$ cat config.mk
export PLATFORM = sky130hd
export DESIGN_NAME = if_prefetch_queue
export DESIGN_NICKNAME = d
export VERILOG_FILES = /design/src/rtl/if_prefetch_queue.sv
export SDC_FILE = /design/constraint.sdc
export NUM_CORES = 1
export LEC_CHECK = 0
export CORE_ASPECT_RATIO = 0.75
export CORE_MARGIN = 5
export CORE_UTILIZATION = 50
export DETAILED_ROUTE_END_ITERATION = 10
export PLACE_DENSITY = 0.88
export SLEW_MARGIN = 10
export SYNTH_ARGS = -nofsm -noshare
export SYNTH_HDL_FRONTEND = slang
export SYNTH_SLANG_ARGS = --single-unit
$ cat constraint.sdc
create_clock -name clk_i -period 3.14 [get_ports clk_i]
set_input_delay 0.785 -clock clk_i [delete_from_list [all_inputs] [get_ports clk_i]]
set_output_delay 0.785 -clock clk_i [all_outputs]
set_load 0.02 [all_outputs]
$ cat src/rtl/if_prefetch_queue.sv
// Instruction prefetch queue feeding the IF/ID register.
// Issues in-order fetches to a variable-latency instruction memory, buffers
// returned {pc+4, instr} pairs in a DEPTH-entry ring and hands them to the
// pipeline. A redirect from MEM flushes the ring and arranges for every
// response still in flight to be dropped when it eventually returns.
//
// Handshakes:
//   memory request : a request transfers on a rising edge where
//                    imem_req_o && imem_ready_i; address is stable while
//                    imem_req_o is high.
//   memory response: one response per imem_rvalid_i cycle, returned in
//                    request order, never in the same cycle as its request.
//   pipeline output: an entry transfers on a rising edge where
//                    valid_o && ready_i; with ready_i low, valid_o, pc4_o
//                    and instr_o hold stable.
module if_prefetch_queue #(
    parameter int          DEPTH    = 4,
    parameter logic [31:0] RESET_PC = 32'h0000_0000
) (
    input  logic        clk_i,
    input  logic        rst_i,
    output logic        imem_req_o,
    output logic [31:0] imem_addr_o,
    input  logic        imem_ready_i,
    input  logic        imem_rvalid_i,
    input  logic [31:0] imem_rdata_i,
    input  logic        redirect_i,
    input  logic [31:0] redirect_pc_i,
    output logic        valid_o,
    input  logic        ready_i,
    output logic [31:0] pc4_o,
    output logic [31:0] instr_o
);

    localparam int PW = (DEPTH > 1) ? $clog2(DEPTH) : 1;
    localparam int CW = $clog2(DEPTH + 1);
    localparam int DW = $clog2(2 * DEPTH + 1);
    localparam logic [CW-1:0] DEPTH_C = CW'(DEPTH);

    // Ring storage; only the filled flags need a reset value because the
    // outputs are forced to zero whenever the head is not filled.
    logic [31:0]      pc4_mem   [DEPTH];
    logic [31:0]      instr_mem [DEPTH];
    logic [DEPTH-1:0] filled;
    logic [DEPTH-1:0] filled_next;

    // head: next entry handed to the pipeline
    // tail: oldest entry still waiting for its memory response
    // alloc: next entry reserved by a new request
    logic [PW-1:0] head;
    logic [PW-1:0] tail;
    logic [PW-1:0] alloc;

    logic [31:0]   fetch_pc;
    logic [CW-1:0] count;        // entries reserved (filled or awaiting data)
    logic [CW-1:0] count_next;
    logic [CW-1:0] outstanding;  // accepted requests whose data will be kept
    logic [CW-1:0] outstanding_next;
    logic [DW-1:0] discard;      // responses still to arrive that must be dropped
    logic [DW-1:0] discard_redirect;

    logic issue;
    logic resp_drop;
    logic resp_fill;
    logic pop;
    logic rvalid_owned;

    // Request side: hold off while the ring is fully reserved, during a
    // redirect, and while reset is asserted.
    assign imem_req_o  = rst_i && (count < DEPTH_C) && !redirect_i;
    assign imem_addr_o = fetch_pc;
    assign issue       = imem_req_o && imem_ready_i;

    // Response side: pending discards are consumed first; a response with
    // nothing outstanding and nothing to discard is spurious and ignored.
    assign resp_drop    = imem_rvalid_i && (discard != '0) && !redirect_i;
    assign resp_fill    = imem_rvalid_i && (discard == '0) && (outstanding != '0)
                          && !redirect_i;
    assign rvalid_owned = imem_rvalid_i && ((discard != '0) || (outstanding != '0));

    // Output side: a pop coinciding with a redirect is ignored.
    assign valid_o = filled[head];
    assign pop     = valid_o && ready_i && !redirect_i;
    assign pc4_o   = valid_o ? pc4_mem[head] : 32'h0;
    assign instr_o = valid_o ? instr_mem[head] : 32'h0;

    // Net counter updates when issue, response and pop coincide.
    always_comb begin
        count_next       = count + CW'(issue) - CW'(pop);
        outstanding_next = outstanding + CW'(issue) - CW'(resp_fill);
        // A response arriving in the redirect cycle is itself one of the
        // stale ones, so it is taken off the discard total right away.
        discard_redirect = discard + DW'(outstanding) - DW'(rvalid_owned);
    end

    // Next filled flags: pop clears head, response sets tail, a fresh
    // reservation starts empty; a redirect invalidates everything.
    always_comb begin
        filled_next = filled;
        if (pop) begin
            filled_next[head] = 1'b0;
        end
        if (resp_fill) begin
            filled_next[tail] = 1'b1;
        end
        if (issue) begin
            filled_next[alloc] = 1'b0;
        end
        if (redirect_i) begin
            filled_next = '0;
        end
    end

    // Filled flags register.
    always_ff @(posedge clk_i or negedge rst_i) begin
        if (!rst_i) begin
            filled <= '0;
        end else begin
            filled <= filled_next;
        end
    end

    // Pointer, counter and fetch address registers; redirect dominates.
    always_ff @(posedge clk_i or negedge rst_i) begin
        if (!rst_i) begin
            fetch_pc    <= RESET_PC;
            head        <= '0;
            tail        <= '0;
            alloc       <= '0;
            count       <= '0;
            outstanding <= '0;
            discard     <= '0;
        end else if (redirect_i) begin
            fetch_pc    <= redirect_pc_i;
            head        <= '0;
            tail        <= '0;
            alloc       <= '0;
            count       <= '0;
            outstanding <= '0;
            discard     <= discard_redirect;
        end else begin
            if (issue) begin
                alloc    <= alloc + 1'b1;
                fetch_pc <= fetch_pc + 32'd4;
            end
            if (resp_drop) begin
                discard <= discard - 1'b1;
            end
            if (resp_fill) begin
                tail <= tail + 1'b1;
            end
            if (pop) begin
                head <= head + 1'b1;
            end
            count       <= count_next;
            outstanding <= outstanding_next;
        end
    end

    // Payload storage: pc+4 written at reservation, instruction at response.
    always_ff @(posedge clk_i) begin
        if (issue) begin
            pc4_mem[alloc] <= fetch_pc + 32'd4;
        end
        if (resp_fill) begin
            instr_mem[tail] <= imem_rdata_i;
        end
    end

endmodule

==> impl_metrics.ini, run 1 <==
[routing]
wl_mm = 31.4
drcViolationCount = 0
viasPerCell = 5.71
drtAntennaViolNets = 0
drt_iter0_drc = 570
drt_pass1_iterations = 5
wl_per_cell_um = 22.0
via_count = 8122

[setup_path]
r2r_start = discard[0]$_DFFE_PN0P_
endpoint_kind = output pin
crit_slowest_cell = mux4_2
max_stage_delay_ns = 0.60
cp_num_buf_inv = 3
critPathLaunchType = flip-flop
startpoint = head[0]$_DFFE_PN0P_
worstSetupPathType = flip-flop to output pin
required_ns = 2.35
crit_family = buffers and inverters
cp_max_fo = 29
path_cells = mux4_2 > buf_12 > buf_16 > dlygate4sd2_1
crit_arrival_ns = 2.29

[yosys]
avgSynthCellArea_um2 = 15.7
yosys.area.top_type = edfxtp_1
synth_warnings = 0
netlist_top_cells_count = edfxtp_1 (256), and2_1 (70), mux4_2 (65)
synth_area_um2 = 13500
synthTopCellsByArea = edfxtp_1 (57%), mux4_2 (11%), dfrtp_1 (9.6%)
syn_nets = 956
synth_edf_count = 256
synth_flop_cell = edfxtp_1
yosysUniqueCellTypes = 51
synth-seq-cells = 308
synth_top_cell_area_share_pct = 56.9
yosysSeqAreaShare_pct = 66.6
async_flop_share_pct = 16.9
yosysMostFrequentCell = edfxtp_1
synthesis.instances = 859

[timing]
min_period_ns = 3.08
hold_viol = 0
tightest_slew_ns = 0.554
slew_viol_final = 0
fin_crit_sh_pct = 98.0
slew_headroom_pct = 63.0
whs_ns = 0.271
fmax_mhz = 325
setup_viol_count_final = 0
worst_slack_ns = 0.0628
fin_worst_skew_ns = 0.0126

[layout]
finalNonFillerCells = 1423
ff_latch_area_um2 = 9000
diodes = 0
nNetsFinal = 1145
design_area_um2 = 16800
area_growth_pct = 24.2
drive_gt1_share_pct = 21.5
fillers = 1900
multi_input_area_um2 = 4170

[cts]
cts.sinks = 308
cts_root_buffer = clkbuf_16
cts_max_path_buffers = 3
cts_tree = built
clk_latency_ns = 0.55
cts_buffers = 30
clkTransAtPathRegs_ns = 0.07
cts_max_level = 1

[die]
start_util_pct = 50.4
ios = 168
die_w_um = 200
die_h_um = 152
core_um2 = 26800
dieArea_um2 = 30400
fp-row-count = 52

[global_route]
first_global_vias = 8389
antenna_found_initial = 0
grt-ovfl-total = 0
grt_util_met2_pct = 32.0
grt_pass1_wl_mm = 48.6
track_usage_pct = 20.4
met1_usage_pct = 30.7
grt_max_degree = 72
globalRoute.busiestLayer = met2
use_met3_pct = 3.09

[pwr]
switching_power_mw = 2.14
leakage_nw = 5.88
power.internal_mw = 7.21
irDropWorstVdd_uv = 412
powerDensity_nw_per_um2 = 557
pwr-share-seq_pct = 50.3
pwr-share-comb_pct = 10.2
p_clk_share_pct = 39.6
switching_share_pct = 22.9

[placement]
dp.cells = 1357
placed_area_um2 = 15800
place.gp.congestion = 0.876
dpl.hpwl_mm = 19.6
io_buffers = 167
post-place-ws_ns = -0.0585

[status]
status = completed

[min_path]
hold_class = input pin to async pin

[job]
max_cap_viol_count = 0
[per-layer routing]
metal,wire length (um),vias up
met4,548,0
met1,13600,4121
met5,0,-
met3,2120,41
met2,15100,275
li1,-,3685
[worst paths after layout]
| check | end | slack, ns | depth (start not counted) |
|---|---|---|---|
| max in group asynchronous | head[1]$_DFFE_PN0P_ | 2.31 | 2 |
| worst min-delay path | imem_addr_o[8]$_DFFE_PN0N_ | 0.27 | 2 |
| worst max register to register | discard[3]$_DFFE_PN0P_ | 0.19 | 12 |
| worst max-delay path | valid_o | 0.06 | 4 |
| min in group clk_i | pc4_mem[2][0]$_DFFE_PP_ | 0.57 | 0 |
| worst min register to register | pc4_mem[2][0]$_DFFE_PP_ | 0.57 | 0 |
[cell families (layout without fill, tap and decap cells)]
group                      Yosys count  in the layout  share of synthesized area, %
and+or+nand+nor                    253            253                          10.4
xor gates and xnor gates            50             50                          3.24
adders and majority gates           27             27                          2.67
buffers and inverters               82            295                          2.57
AOI/OAI and AO/OA                   68             68                          3.23
DFF                                308            308                          66.6
muxes                               71             71                          11.3
[area by class of cell]
cell class                      count  area share, %
Multi-Input combinational cell    469           24.9
Clock inverter                     19           1.40
Tap cell                          351           2.62
Timing Repair Buffer              213           12.2
Inverter                           26          0.582
Sequential cell                   308           53.6
Clock buffer                       37           4.69
[registers in the layout, indices dropped and copies added (netlist names)]
register / cells
alloc: 2
count: 3
discard: 4
filled: 4
head: 2
imem_addr_o: 32
instr_mem: 128
outstanding: 3
pc4_mem: 128
tail: 2
[stage by stage]
| stage | setup TNS (ns) | util, % | power [mW] |
|---|---|---|---|
| finish | 0 | 62.6 | 9.35 |
| global route | -0.00904 | 62.6 | 9.71 |
| CTS | -0.184 | 63.5 | 9.42 |
| detailed placement | -0.0585 | 59.0 | 5.72 |
| global placement | 0 | 59.0 | 5.68 |
| floorplan | 0 | - | 5.29 |
[power by group through the flow]
stage	logic, mW	registers, mW	clock network, mW
after global routing	1.05	4.71	3.96
after CTS	0.953	4.69	3.77
final	0.949	4.70	3.70
after floorplan	0.524	4.77	0
after detailed placement	0.938	4.78	0
after global placement	0.903	4.77	0
[worst reg2reg max path, stage by stage (launching register included)]
cell and delay [ns]:
dfrtp_1 0.37, inv_1 0.15, ha_1 0.17, or3b_2 0.45, nand2_1 0.10, nand2_1 0.06
ha_1 0.28, inv_1 0.04, ha_1 0.18, a21o_1 0.16, a21oi_1 0.17, a21oi_1 0.05
or4b_2 0.63
[placed cells by master (no fill, tap or decap), types with 6 or more instances in the layout]
master	instances
o31ai_1	10
mux4_2	65
clkbuf_1	6
a21oi_1	7
a31oi_1	13
nor2_1	29
nand4_1	17
buf_4	22
and3_1	6
clkdlybuf4s50_1	100
o21ai_0	20
nor4_1	11
clkinv_1	7
xnor2_1	33
clkbuf_16	30
buf_2	54
buf_12	17
dlygate4sd2_1	6
nand2_1	44
or4_1	12
ha_1	24
nand3_1	20
dfrtp_1	50
xor2_1	17
and2_1	66
edfxtp_1	256
inv_1	26
a22oi_1	6
nor3_1	18
[repair_timing]
action,in CTS,in global routing
buffers inserted,4,1
endpoints found under the setup margin,64,51
resized for setup,183,54
gates cloned,5,0
hold buffers,0,0
Note: power is estimated with default switching activity, not from simulation.
==> run 2, diff against run 1 <==
--- a/config.mk
+++ b/config.mk
@@ -8,6 +8,7 @@
 export CORE_ASPECT_RATIO = 0.75
 export CORE_MARGIN = 5
 export CORE_UTILIZATION = 50
+export CTS_CLUSTER_DIAMETER = 80
 export DETAILED_ROUTE_END_ITERATION = 10
 export PLACE_DENSITY = 0.88
 export SLEW_MARGIN = 10
==> results of run 2 <==
No change in the layout: final DEF, timing and power equal those of run 1.
